==> src/rtl/capture_if.sv <==
// Capture controller bus: command, sample strobe,
// trigger handshake and sample RAM write port.
interface capture_if #(
  parameter int ADDR_W = 9
);
  logic              run;
  logic              clr_done;
  logic [ADDR_W-1:0] trig_pos;
  logic              wrt_smpl;
  logic              triggered;
  logic              armed;
  logic              set_capture_done;
  logic              capture_done;
  logic              we;
  logic [ADDR_W-1:0] waddr;
  logic [ADDR_W-1:0] trig_addr;

  modport master (
    input  run, clr_done, trig_pos,
    input  wrt_smpl, triggered,
    output armed, set_capture_done,
    output capture_done, we,
    output waddr, trig_addr
  );

  modport slave (
    output run, clr_done, trig_pos,
    output wrt_smpl, triggered,
    input  armed, set_capture_done,
    input  capture_done, we,
    input  waddr, trig_addr
  );
endinterface

==> src/rtl/capture_ctrl.sv <==
// Capture controller: pre-trigger fill, arm,
// post-trigger count, capture-done status.
module capture_ctrl #(
  parameter int ADDR_W = 9
) (
  input logic       clk,
  input logic       rst,
  capture_if.master bus
);
  localparam int DEPTH = 2**ADDR_W;

  typedef enum logic [2:0] {
    S_IDLE,
    S_PRE,
    S_ARMED,
    S_POST,
    S_DONE
  } state_t;

  state_t            r_state;
  state_t            w_next;
  logic [ADDR_W-1:0] r_waddr;
  logic [ADDR_W-1:0] r_trig_addr;
  logic [ADDR_W-1:0] r_post_cnt;
  logic [ADDR_W:0]   r_smpl_cnt;
  logic              r_armed;
  logic              r_set_done;
  logic              r_capture_done;

  logic              w_we;
  logic [ADDR_W:0]   w_smpl_inc;
  logic [ADDR_W:0]   w_pre_target;
  logic [ADDR_W-1:0] w_post_inc;
  logic              w_pre_hit;
  logic              w_post_hit;
  logic              w_entry_done;

  // Write strobe, counter compares and next state
  always_comb begin
    w_next       = r_state;
    w_we         = 1'b0;
    w_smpl_inc   = r_smpl_cnt + (ADDR_W+1)'(1);
    w_pre_target = (ADDR_W+1)'(DEPTH)
                 - {1'b0, bus.trig_pos};
    w_post_inc   = r_post_cnt + ADDR_W'(1);
    w_pre_hit    = 1'b0;
    w_post_hit   = 1'b0;
    w_entry_done = 1'b0;

    if (r_state == S_PRE   ||
        r_state == S_ARMED ||
        r_state == S_POST)
      w_we = bus.wrt_smpl;

    w_pre_hit  = w_we
               && (w_smpl_inc == w_pre_target);
    w_post_hit = w_we
               && (w_post_inc == bus.trig_pos);

    case (r_state)
      S_IDLE: begin
        if (bus.run)
          w_next = S_PRE;
      end
      S_PRE: begin
        if (w_pre_hit)
          w_next = S_ARMED;
      end
      S_ARMED: begin
        if (bus.triggered) begin
          if (bus.trig_pos == '0)
            w_next = S_DONE;
          else
            w_next = S_POST;
        end
      end
      S_POST: begin
        if (w_post_hit)
          w_next = S_DONE;
      end
      S_DONE: begin
        if (bus.run)
          w_next = S_PRE;
        else if (bus.clr_done)
          w_next = S_IDLE;
      end
      default: w_next = S_IDLE;
    endcase

    w_entry_done = (w_next == S_DONE)
                && (r_state != S_DONE);
  end

  // State register
  always_ff @(posedge clk) begin
    if (rst)
      r_state <= S_IDLE;
    else
      r_state <= w_next;
  end

  // Address, counters, trigger address and status
  always_ff @(posedge clk) begin
    if (rst) begin
      r_waddr        <= '0;
      r_trig_addr    <= '0;
      r_post_cnt     <= '0;
      r_smpl_cnt     <= '0;
      r_armed        <= 1'b0;
      r_set_done     <= 1'b0;
      r_capture_done <= 1'b0;
    end else begin
      r_armed    <= (w_next == S_ARMED)
                 || (w_next == S_POST);
      r_set_done <= w_entry_done;
      if (w_entry_done)
        r_capture_done <= 1'b1;
      if (w_we)
        r_waddr <= r_waddr + ADDR_W'(1);
      case (r_state)
        S_IDLE: begin
          if (bus.run) begin
            r_waddr        <= '0;
            r_smpl_cnt     <= '0;
            r_capture_done <= 1'b0;
          end
        end
        S_PRE: begin
          if (w_we)
            r_smpl_cnt <= w_smpl_inc;
        end
        S_ARMED: begin
          if (bus.triggered) begin
            r_trig_addr <= r_waddr
                         + ADDR_W'(w_we);
            r_post_cnt  <= '0;
          end
        end
        S_POST: begin
          if (w_we)
            r_post_cnt <= w_post_inc;
        end
        S_DONE: begin
          if (bus.run) begin
            r_waddr        <= '0;
            r_smpl_cnt     <= '0;
            r_capture_done <= 1'b0;
          end else if (bus.clr_done) begin
            r_capture_done <= 1'b0;
          end
        end
        default: ;
      endcase
    end
  end

  assign bus.we               = w_we;
  assign bus.waddr            = r_waddr;
  assign bus.trig_addr        = r_trig_addr;
  assign bus.armed            = r_armed;
  assign bus.set_capture_done = r_set_done;
  assign bus.capture_done     = r_capture_done;
endmodule
==> src/flat_wrapper.sv <==
// flat-port wrapper written by rule: the top's interface ports become plain ports
module capture_ctrl_flat 
#(
  parameter int ADDR_W = 9
)
  (clk, rst, bus_run, bus_clr_done, bus_trig_pos, bus_wrt_smpl, bus_triggered, bus_armed, bus_set_capture_done, bus_capture_done, bus_we, bus_waddr, bus_trig_addr);
  capture_if #(.ADDR_W(ADDR_W)) bus_i ();
  input logic clk;
  input logic rst;
  input wire logic [$bits(bus_i.run)-1:0] bus_run;
  input wire logic [$bits(bus_i.clr_done)-1:0] bus_clr_done;
  input wire logic [$bits(bus_i.trig_pos)-1:0] bus_trig_pos;
  input wire logic [$bits(bus_i.wrt_smpl)-1:0] bus_wrt_smpl;
  input wire logic [$bits(bus_i.triggered)-1:0] bus_triggered;
  output wire logic [$bits(bus_i.armed)-1:0] bus_armed;
  output wire logic [$bits(bus_i.set_capture_done)-1:0] bus_set_capture_done;
  output wire logic [$bits(bus_i.capture_done)-1:0] bus_capture_done;
  output wire logic [$bits(bus_i.we)-1:0] bus_we;
  output wire logic [$bits(bus_i.waddr)-1:0] bus_waddr;
  output wire logic [$bits(bus_i.trig_addr)-1:0] bus_trig_addr;
  assign bus_i.run = bus_run;
  assign bus_i.clr_done = bus_clr_done;
  assign bus_i.trig_pos = bus_trig_pos;
  assign bus_i.wrt_smpl = bus_wrt_smpl;
  assign bus_i.triggered = bus_triggered;
  assign bus_armed = bus_i.armed;
  assign bus_set_capture_done = bus_i.set_capture_done;
  assign bus_capture_done = bus_i.capture_done;
  assign bus_we = bus_i.we;
  assign bus_waddr = bus_i.waddr;
  assign bus_trig_addr = bus_i.trig_addr;
  capture_ctrl #(.ADDR_W(ADDR_W)) u_core (.clk(clk), .rst(rst), .bus(bus_i));
endmodule
==> config.mk <==
export PLATFORM = sky130hd
export DESIGN_NAME = capture_ctrl_flat
export DESIGN_NICKNAME = d
export VERILOG_FILES = /design/src/rtl/capture_if.sv /design/src/rtl/capture_ctrl.sv /design/src/flat_wrapper.sv
export SDC_FILE = /design/constraint.sdc
export NUM_CORES = 1
export LEC_CHECK = 0
export BUFFER_PORTS_ARGS = -buffer_cell sky130_fd_sc_hd__buf_2
export CAP_MARGIN = 20
export CELL_PAD_IN_SITES_DETAIL_PLACEMENT = 0
export CELL_PAD_IN_SITES_GLOBAL_PLACEMENT = 2
export CORE_ASPECT_RATIO = 1.1
export CORE_UTILIZATION = 32
export CTS_BUF_LIST = sky130_fd_sc_hd__clkbuf_8
export DETAILED_ROUTE_END_ITERATION = 8
export MAX_ROUTING_LAYER = met4
export PLACE_DENSITY_LB_ADDON = 0.05
export SLEW_MARGIN = 20
export SYNTH_ARGS = -nofsm -noshare
export SYNTH_HDL_FRONTEND = slang
export SYNTH_SLANG_ARGS = --single-unit
==> constraint.sdc <==
create_clock -name clk -period 2.3 [get_ports clk]
set_input_delay 0.23 -clock clk [delete_from_list [all_inputs] [get_ports clk]]
set_output_delay 0.23 -clock clk [all_outputs]
set_load 0.05 [all_outputs]
======== Word-level counts from Yosys, hierarchy flattened ========
Cells that the tools add are included.
operators by class
  add/subtract/negate cells ............... 5
  reduce and logical (&&, ||, !) cells .... 14
  muxes and demuxes ....................... 23
  equal/unequal tests ..................... 14
operators with widths
  operator                                               count
  2-to-1 mux 9 bit                                       5
  2-to-1 mux 3 bit                                       7
  2-to-1 mux 10 bit                                      2
  case mux 10 bit (2 select lines)                       1
  adder 9 x 1 -> 9 bit, second input constant            2
  case mux 9 bit (2 select lines)                        1
  case mux 3 bit (5 select lines)                        1
  equality test 3 x 2 -> 1 bit, second input constant    4
  adder 10 x 1 -> 10 bit, second input constant          1
  equality test 10 bit                                   1
  subtractor 10 x 9 -> 10 bit, first input constant      1
  adder 9 x 1 -> 9 bit                                   1
  equality test 9 bit                                    1
  zero test 9 bit                                        1
  equality test 3 bit, second input constant             2
  inequality test 2 x 1 -> 1 bit, second input constant  3
  AND reduction 3 bit                                    2
  2-to-1 mux 1 bit                                       5
  nonzero test 2 bit                                     2
  equality test 3 x 1 -> 1 bit, second input constant    1
  logical AND 1 bit                                      3
  zero test 3 bit                                        1
  logical OR 1 bit                                       3
  inequality test 3 bit, second input constant           1
  4 further kinds                                        4
word-level totals
  word-level logic and storage cells ...... 64
  output and inout bits ................... 22
  bits of input ports ..................... 15
  register bits after elaboration ......... 43

======== Logic depth before layout (Yosys ltp) ========
Gate-level depths: netlist (run 1).
  depth after elaboration ................. 13
  gate-level depth with buffers ........... 10
  gate-level depth less buffers ........... 10

======== Least setup slack after synthesis (run 1) ========
OpenSTA, ideal clock, no wires.
  path type ............................... reg-to-reg
  from .................................... register u_core.r_state[2]
  to ...................................... register u_core.r_trig_addr[7] (netlist: u_core.bus.trig_addr[7])
  setup time .............................. 91 ps
  arrival ................................. 2508 ps
  period minus slack after synthesis ...... 2599 ps
  cell stages (with the launch flop) ...... 8
  path buffers ............................ 1
  slack ................................... -299 ps
  data required time ...................... 2209 ps
  cells stage by stage .................... dfxtp_1 > buf_6 > nand2b_1 > nor2_1 > ha_1 > nand3_1 > or3_1 > a311oi_1
on the way
  word-level cells in the longest chain between the ends .. 5
  elaborated cells on any way between the ends .. 8
  classes of those cells .................. add/sub: 1; eq/ne: 3; mux: 1; reduce/logical: 3
RTL lines
  what                                                                          line                                    source
  start, declared                                                               capture_ctrl.sv:20                      state_t r_state;
  start signal, assigned                                                        capture_ctrl.sv:99                      r_state <= w_next;
  equality test 3 x 1 -> 1 bit or equality test 3 x 2 -> 1 bit (tied branches)  capture_ctrl.sv:50, capture_ctrl.sv:51
  logical OR 1 bit                                                              capture_ctrl.sv:50                      if (r_state == S_PRE ||
  logical OR 1 bit (*)                                                          capture_ctrl.sv:51                      r_state == S_ARMED ||
  2-to-1 mux 1 bit (*)                                                          capture_ctrl.sv:50
  net bus_we                                                                    flat_wrapper.sv:18                      output wire logic [$bits(bus_i.we)-1:0] bus_we;
  adder 9 x 1 -> 9 bit (*)                                                      capture_ctrl.sv:135                     + ADDR_W'(w_we);
  end signal, assigned                                                          capture_ctrl.sv:134                     r_trig_addr <= r_waddr
  end, declared                                                                 capture_ctrl.sv:23                      logic [ADDR_W-1:0] r_trig_addr;
Mark *: on every way through the listed nets, which the timed path passes. The rest lies on a longest branch.
A chain may end at the register's enable or synchronous reset.

======== Worst setup path after layout (run 1) ========
  from .................................... register u_core.r_post_cnt[0]
  to ...................................... register u_core.r_state[0]
on the way
  word-level cells in the longest chain between the ends .. 5
RTL lines
  what                             line                 source
  start, declared                  capture_ctrl.sv:24   logic [ADDR_W-1:0] r_post_cnt;
  start signal, assigned           capture_ctrl.sv:141  r_post_cnt <= w_post_inc;
  adder 9 x 1 -> 9 bit             capture_ctrl.sv:45   w_post_inc = r_post_cnt + ADDR_W'(1);
  equality test 9 bit              capture_ctrl.sv:58   && (w_post_inc == bus.trig_pos);
  logical AND 1 bit                capture_ctrl.sv:58
  2-to-1 mux 3 bit                 capture_ctrl.sv:78   if (w_post_hit)
  case mux 3 bit (5 select lines)  capture_ctrl.sv:60   case (r_state)
No other way between the ends.

==> results.env, run 1 <==
OUTCOME='finished, final reports clean'
SEQCELLAREA_UM2=861
NFILLCELLS=909
FP.COREAREA_UM2=8410
CTS_BUFFER_COUNT=5
SUM_OF_BUFFERS_AND_INVERTERS_ON_THE_CRITICAL_PATH=0
FMAX_MHz=455
YS_FF_LATCH=43
POSTSYNTHAREAPERCELL_UM2=8.19
CLOCK_TREE_FROM_TRITONCTS='done'
MAX_SLEW.WORST_PIN.SLEW_NS=0.749
YOSYS.AREA.TOP_TYPE_SHARE_PCT=30.9
PLACE_CONGESTION=0.756
POSTROUTEANTENNANETS=0
FINAL_COMMON_CELL='dfxtp_1'
SYNTH_ENABLE_FLOP_CELLS=0
COMMONEST_CELLS_AFTER_ROUTING_FILL_AND_TAPS_ASIDE='dfxtp_1, nor2_1, buf_2, a21oi_1, buf_4'
POST_DRT_VIA_CELL_RATIO=5.24
YOSYS_WARNINGS=0
POST_DRT_WL_PER_CELL_UM=15.6
ASYNCSETRESETFLOPFRACSYNTH_PCT=0
CTS.REPAIR.RESIZED=0
SYNTH_LARGEST_AREA_CELL='dfxtp_1'
INITIAL_STANDARD_CELL_UTILIZATION_OF_THE_CORE_PCT=33.1
FIN_WORST_SKEW_NS=0.00807
DRC=0
CLOCK_INSERTION_DELAY_WORST_SKEW_NS=0.30
DETAIL_ROUTE.ITER0.VIOLATIONS=126
SYN_TO_FINAL_GROWTH_PCT=19.6
FINAL_MAX_SLEW_VIOL_COUNT=0
SETUP-TNS-FINAL_NS=0
WORST_R2R_SRC='u_core.r_post_cnt[0]'
CLKTRANSATPATHREGS_NS=0.09
MET3_LENGTH_UM=210
ROUTE.FINAL.WIRE_LENGTH_UM=7850
POWER.IR.VDD_WORST_mV=0.175
SYNTH.LIB_CELLS_USED.DISTINCT=61
ANTENNA_FOUND_INITIAL=0
FP.DIEAREA_UM2=9080
GLOBAL_ROUTING_USAGE_SUMMED_ACROSS_ALL_ROUTING_LAYERS_PCT=18.5
CLK_ROOT_BUFFER_CELL='clkbuf_8'
WORST_SETUP_PATH_STARTPOINT='u_core.r_post_cnt[0]'
CRITICAL-PATH-MAX-STAGE-DELAY_NS=0.54
DRV.MAX_CAP_VIOLATION_COUNT=0
MET1_LENGTH_UM=3810
GLOBALROUTEOVERFLOWTOTAL=0
WORST_SLEW_MARGIN_REL_PCT=50.0
DIE-WIDTH_UM=90.9
DRIVE_ABOVE_1_SHARE_PCT=24.0
CRIT_PATH_MAX_FO=7
WORST_PATH_MAX_DELAY_CELL='or4_4'
DP_HPWL_UM=6080
INSERTEDDIODECOUNT=0
POWER-PER-CELL-AREA_nW_PER_UM2=435
VIA_COUNT=2635
SYNTHESIS.NETS=362
POSTCTSHOLDBUFS=0
GRT_FIRST_PASS_WIRELENGTH_UM=13000
RSZ_0062_RAISED_AFTER_GLOBAL_ROUTING='no'
MAX-CLOCK-PATH-BUFFERS=2
VIA_COUNT_OF_THE_FIRST_GLOBAL_ROUTING_PASS=2554
WORST_SETUP_PATH_END_KIND='register'
FLOORPLAN.ROWS=35
CTS.SINKS=43
MULTI_INPUT_AREA_UM2=1820
MIN_PATH_TYPE='in2reg'
FINALCRITPERIODSHARE_PCT=95.6
LAYOUT.NETS=413
CRITPATHKIND='reg2reg'
CRITPATHTOPFAMILY='simple AND/OR/NAND/NOR gates'
WORST_HOLD_STARTPOINT='bus_clr_done'
PORT_BUFFERS=36
WORST-ENDPOINT-REQUIRED_NS=2.47
MIN_PERIOD_NS=2.20
TOP_SIGNAL_LAYER_USED='met4'
HTREE_NUM_LEVELS=2
CRITICAL_PATH_SOURCE_TYPE='register'
SYNTHESIS.AREA_UM2=2780
SYNTH.YOSYS.SEQ_AREA_SHARE_PCT=30.9
FINAL_NUMBER_OF_HOLD_VIOLATING_ENDPOINTS=0
PRECTSSETUPSLACK_NS=0.00891
SYNTH.TOP_CELLS.BY_AREA='dfxtp_1, nor2_1, xor2_1'
CRITICAL_PATH.CELL_CHAIN='ha_4, and3_4, a311oi_1, a211o_1, or4_4, a211oi_2, a211oi_1'
POST-ROUTE-WORST-SETUP-SLACK_NS=0.102
GRT_START_MAX_NET_PINS=19
POSTCTSSETUPBUFFERS=0
LEAKAGEPOWER_nW=1.32
ROUTED-WL-MET2_UM=3770
FLOORPLAN.IO_PINS=37
SYNTHCELLS=340
DIE_HEIGHT_UM=99.8
SYNTH_FF_TYPE='dfxtp_1'
SETUP_VIOL_COUNT_FINAL=0
FIRSTDRTPASSITERS=5
HOLD_SLACK_NS=0.240
CRITICAL_PATH_ARRIVAL_NS=2.37
## worst paths after layout
kind,endpoint,slack (ns),cells after the start
hold / removal,u_core.bus.capture_done,0.24,4
hold reg to reg,u_core.bus.capture_done,0.50,2
setup / recovery,u_core.r_state[0],0.10,7
setup reg to reg,u_core.r_state[0],0.10,7
## synth_stat cells (3+ instances only)
library cell	instances
xor2_1	18
inv_1	7
or3_1	8
nand3b_1	4
and3_1	10
nor3b_1	4
mux2i_1	3
buf_2	5
a211oi_1	8
nand3_1	11
nor4_2	3
nand2_1	21
a31oi_1	5
xnor2_1	16
ha_1	7
nor2_1	43
nand4_1	9
a21oi_1	28
dfxtp_1	43
clkbuf_1	10
o21ai_0	22
nor4_1	4
xnor3_1	3
nor3_1	5
## worst reg2reg max path, delay by kind of cell (launching register included)
kind	cells	cell delay [ns]
compound gates	4	0.76
simple gates	2	0.75
flops	1	0.39
fa+ha+maj	1	0.18
## through the flow
| stage | power (mW) | util [%] | instances | instance area, um^2 |
|---|---|---|---|---|
| global route | 1.52 | 39.6 | 503 | 3330 |
| finish | 1.45 | 39.6 | 503 | 3330 |
| floorplan | 0.872 | - | 340 | 2790 |
| detailed placement | 0.942 | 38.2 | 495 | 3210 |
| global placement | 0.943 | 38.2 | 495 | 3210 |
| CTS | 1.47 | 39.4 | 503 | 3310 |
## sequential cells by signal (all words and copies together) (netlist names)
name                         flops
u_core.r_smpl_cnt               10
u_core.bus.trig_addr             9
u_core.r_state                   3
u_core.bus.waddr                 9
u_core.bus.capture_done          1
u_core.r_post_cnt                9
u_core.bus.armed                 1
u_core.bus.set_capture_done      1
## power by group
| part | leakage [nW] | switching (mW) | internal (mW) |
|---|---|---|---|
| Combinational | 0.927 | 0.103 | 0.0689 |
| Sequential | 0.347 | 0.00392 | 0.747 |
| Clock | 0.0474 | 0.279 | 0.246 |
| Total | 1.32 | 0.386 | 1.06 |
## area by class of cell
cell class,instances,share of cell area [%]
multi-input cells,271,54.7
flip-flops and latches,43,25.9
repair buffers,63,11.5
well taps,111,4.17
clock buffers,6,2.48
inverters,7,0.789
clock inverters,2,0.489
## per-layer routing
| layer | up-vias | global-route usage [%] |
|---|---|---|
| li1 | 1337 | - |
| met3 | 7 | 2.35 |
| met2 | 46 | 31.7 |
| met5 | - | - |
| met4 | 0 | 4.27 |
| met1 | 1245 | 23.2 |
## cell families (layout without fill, tap and decap cells)
kind of cell	count (synthesis)	after routing	synth area share, %
fa+ha+maj	7	7	3.15
xor+xnor	37	37	13.1
simple gates	143	143	28.9
mux	4	4	1.48
flops	43	43	30.9
compound gates	80	80	18.1
buf+inv	26	78	4.40
Note: power is estimated with default switching activity, not from simulation.
==> run 2, diff against run 1 <==
Settings changed: CORE_UTILIZATION 32 to 36, SETUP_SLACK_MARGIN set to 0.1.
Clock period 2.3 ns to 2.4 ns, I/O delays scaled along.
==> run 2 against run 1 <==
Effect of this change: count of clock-buffer cells in the layout fell by 1; combinational power shrank 5%; largest power group unchanged; power fell by 7.6%; critical endpoint unchanged; maximum frequency fell by 0.14%; wire length decreased by 3.8%; via count fell by 2.1%; global-route usage grew 1.8 points; critical path depth stayed put; critical path type unchanged.
==> results.env, run 2 (synthesized netlist as in run 1, its figures left out) <==
CLKTRANSATPATHREGS_NS=0.09
GLOBAL_ROUTING_USAGE_SUMMED_ACROSS_ALL_ROUTING_LAYERS_PCT=20.2
FINALCRITPERIODSHARE_PCT=91.7
CRITICAL_PATH.CELL_CHAIN='ha_4, and3_4, a311oi_1, a211o_1, or4_4, a211oi_2, a211oi_1'
COMB_POWER_SHARE_PCT=12.2
WORST_PATH_MAX_DELAY_CELL='or4_4'
DETAIL_ROUTE.ITER0.VIOLATIONS=141
CRITPATHTOPFAMILY='simple AND/OR/NAND/NOR gates'
GRT_FIRST_PASS_WIRELENGTH_UM=12500
LEAKAGEPOWER_nW=1.30
GRT_START_MAX_NET_PINS=22
NET-SWITCHING-POWER_mW=0.358
CRIT_PATH_MAX_FO=7
MIN_PATH_TYPE='in2reg'
OUTCOME='finished, final reports clean'
POWER_REPORT.INTERNAL_TOTAL_mW=0.979
CLKPWRFRAC_PCT=34.0
FLOORPLAN.IO_PINS=37
WORST_SETUP_PATH_END_KIND='register'
FINAL_MAX_SLEW_VIOL_COUNT=0
POST_DRT_WL_PER_CELL_UM=15.4
WORST-ENDPOINT-REQUIRED_NS=2.57
MAX-CLOCK-PATH-BUFFERS=2
HOLD_SLACK_NS=0.249
FIN_WORST_SKEW_NS=0.00430
LAYOUT.NETS=408
FP.DIEAREA_UM2=8090
LARGEST-REGISTER='u_core.r_smpl_cnt'
POWER.IR.VDD_WORST_mV=0.219
DRIVE_ABOVE_1_SHARE_PCT=22.7
CRITICAL_PATH_ARRIVAL_NS=2.37
POWER-PER-CELL-AREA_nW_PER_UM2=408
CLOCK_TREE_FROM_TRITONCTS='done'
DIE-WIDTH_UM=85.8
SEQCELLAREA_UM2=861
MAX_SLEW.WORST_PIN.SLEW_NS=0.650
LARGEST_REG_FLOPS=10
MULTI_INPUT_AREA_UM2=1830
FINAL_COMMON_CELL='dfxtp_1'
CLOCK_INSERTION_DELAY_WORST_SKEW_NS=0.29
CRITICAL-PATH-MAX-STAGE-DELAY_NS=0.55
PLACE_AREA_UM2=3170
FMAX_MHz=454
SETUP_VIOL_COUNT_FINAL=0
DRC=0
VIA_COUNT_OF_THE_FIRST_GLOBAL_ROUTING_PASS=2477
FP.COREAREA_UM2=7470
DRV.MAX_CAP_VIOLATION_COUNT=0
GLOBALROUTEOVERFLOWTOTAL=0
DP_HPWL_UM=5860
FIRSTDRTPASSITERS=4
CLK_ROOT_BUFFER_CELL='clkbuf_8'
POSTROUTEANTENNANETS=0
MIN_PERIOD_NS=2.20
POST_DRT_VIA_CELL_RATIO=5.24
NFILLCELLS=769
CTS.SINKS=43
CRITICAL_PATH_SOURCE_TYPE='register'
WORST_SLEW_MARGIN_REL_PCT=56.5
POSTCTSSETUPBUFFERS=0
SWITCHING_SHARE_PCT=26.8
INITIAL_STANDARD_CELL_UTILIZATION_OF_THE_CORE_PCT=37.3
RSZ_0062_RAISED_AFTER_GLOBAL_ROUTING='no'
DIE_HEIGHT_UM=94.2
SEQ_POWER_SHARE_PCT=53.8
CRITPATHKIND='reg2reg'
PORT_BUFFERS=36
SETUP-TNS-FINAL_NS=0
VIA_COUNT=2579
ANTENNA_FOUND_INITIAL=0
FINAL_AREA_UM2=3280
SYN_TO_FINAL_GROWTH_PCT=17.8
CTS_BUFFER_COUNT=5
FLOORPLAN.ROWS=33
FINAL_NUMBER_OF_HOLD_VIOLATING_ENDPOINTS=0
SUM_OF_BUFFERS_AND_INVERTERS_ON_THE_CRITICAL_PATH=0
PLACE_CONGESTION=0.828
HTREE_NUM_LEVELS=2
ROUTE.FINAL.WIRE_LENGTH_UM=7550
COMMONEST_CELLS_AFTER_ROUTING_FILL_AND_TAPS_ASIDE='dfxtp_1, nor2_1, buf_2, a21oi_1'
INSERTEDDIODECOUNT=0
run 2: changes by cell type in the layout (fill, tap and decap cells not counted), sizes merged:
| cell | before | now |
|---|---|---|
| inv | 7 | 8 |
| clkbuf | 6 | 5 |
| buf | 63 | 58 |
run 2: worst paths after layout:
check / to / startpoint / depth (start not counted) / slack, ns
min reg2reg: u_core.bus.trig_addr[8] / u_core.bus.trig_addr[8] / 2 / 0.50
min: u_core.bus.capture_done / bus_clr_done / 4 / 0.25
max: u_core.r_state[0] / u_core.r_post_cnt[1] / 7 / 0.20
max reg2reg: u_core.r_state[0] / u_core.r_post_cnt[1] / 7 / 0.20
run 2: cell type report:
class                           instances  area share [%]
Tap cell                              105            4.01
Clock buffer                            5            2.10
Inverter                                7           0.801
Sequential cell                        43            26.2
Multi-Input combinational cell        271            55.8
Timing Repair Buffer                   58            10.5
Clock inverter                          3           0.496
run 2: power groups by stage:
stage          clock network [mW]  logic (mW)  registers (mW)
2_1_floorplan                   0      0.0965           0.739
3_3_place_gp                    0       0.161           0.737
3_5_place_dp                    0       0.162           0.737
4_1_cts                     0.477       0.162           0.720
5_1_grt                     0.513       0.179           0.721
6_report                    0.454       0.163           0.720
run 2: timing repair:
action / CTS / global route
gates resized for setup: 0 / 5
hold buffers: 0 / 0
endpoints found under the setup margin: 0 / 3
run 2: layer usage:
layer  vias to the layer above  global-route usage [%]  part of all wire [%]
met5                         -                       -                     0
met2                        49                    32.1                    46
met3                         4                    3.08                   3.2
met1                      1200                    27.2                    50
met4                         0                    4.44                  0.56
li1                       1326                       -                     -
run 2: worst register-to-register path: stages (launching register included):
cell and delay, ns:
dfxtp_1 0.41, ha_4 0.19, and3_4 0.20, a311oi_1 0.09, a211o_1 0.33, or4_4 0.55
a211oi_2 0.22, a211oi_1 0.09
run 2: stage by stage:
stage	util (%)	std cells	worst slack [ns]	power, mW
5_1_grt	43.9	492	0.113	1.41
6_report	43.9	492	0.199	1.34
2_1_floorplan	-	340	0.149	0.836
3_5_place_dp	42.4	484	0.120	0.898
4_1_cts	43.5	492	0.137	1.36
3_3_place_gp	42.4	484	0.164	0.898
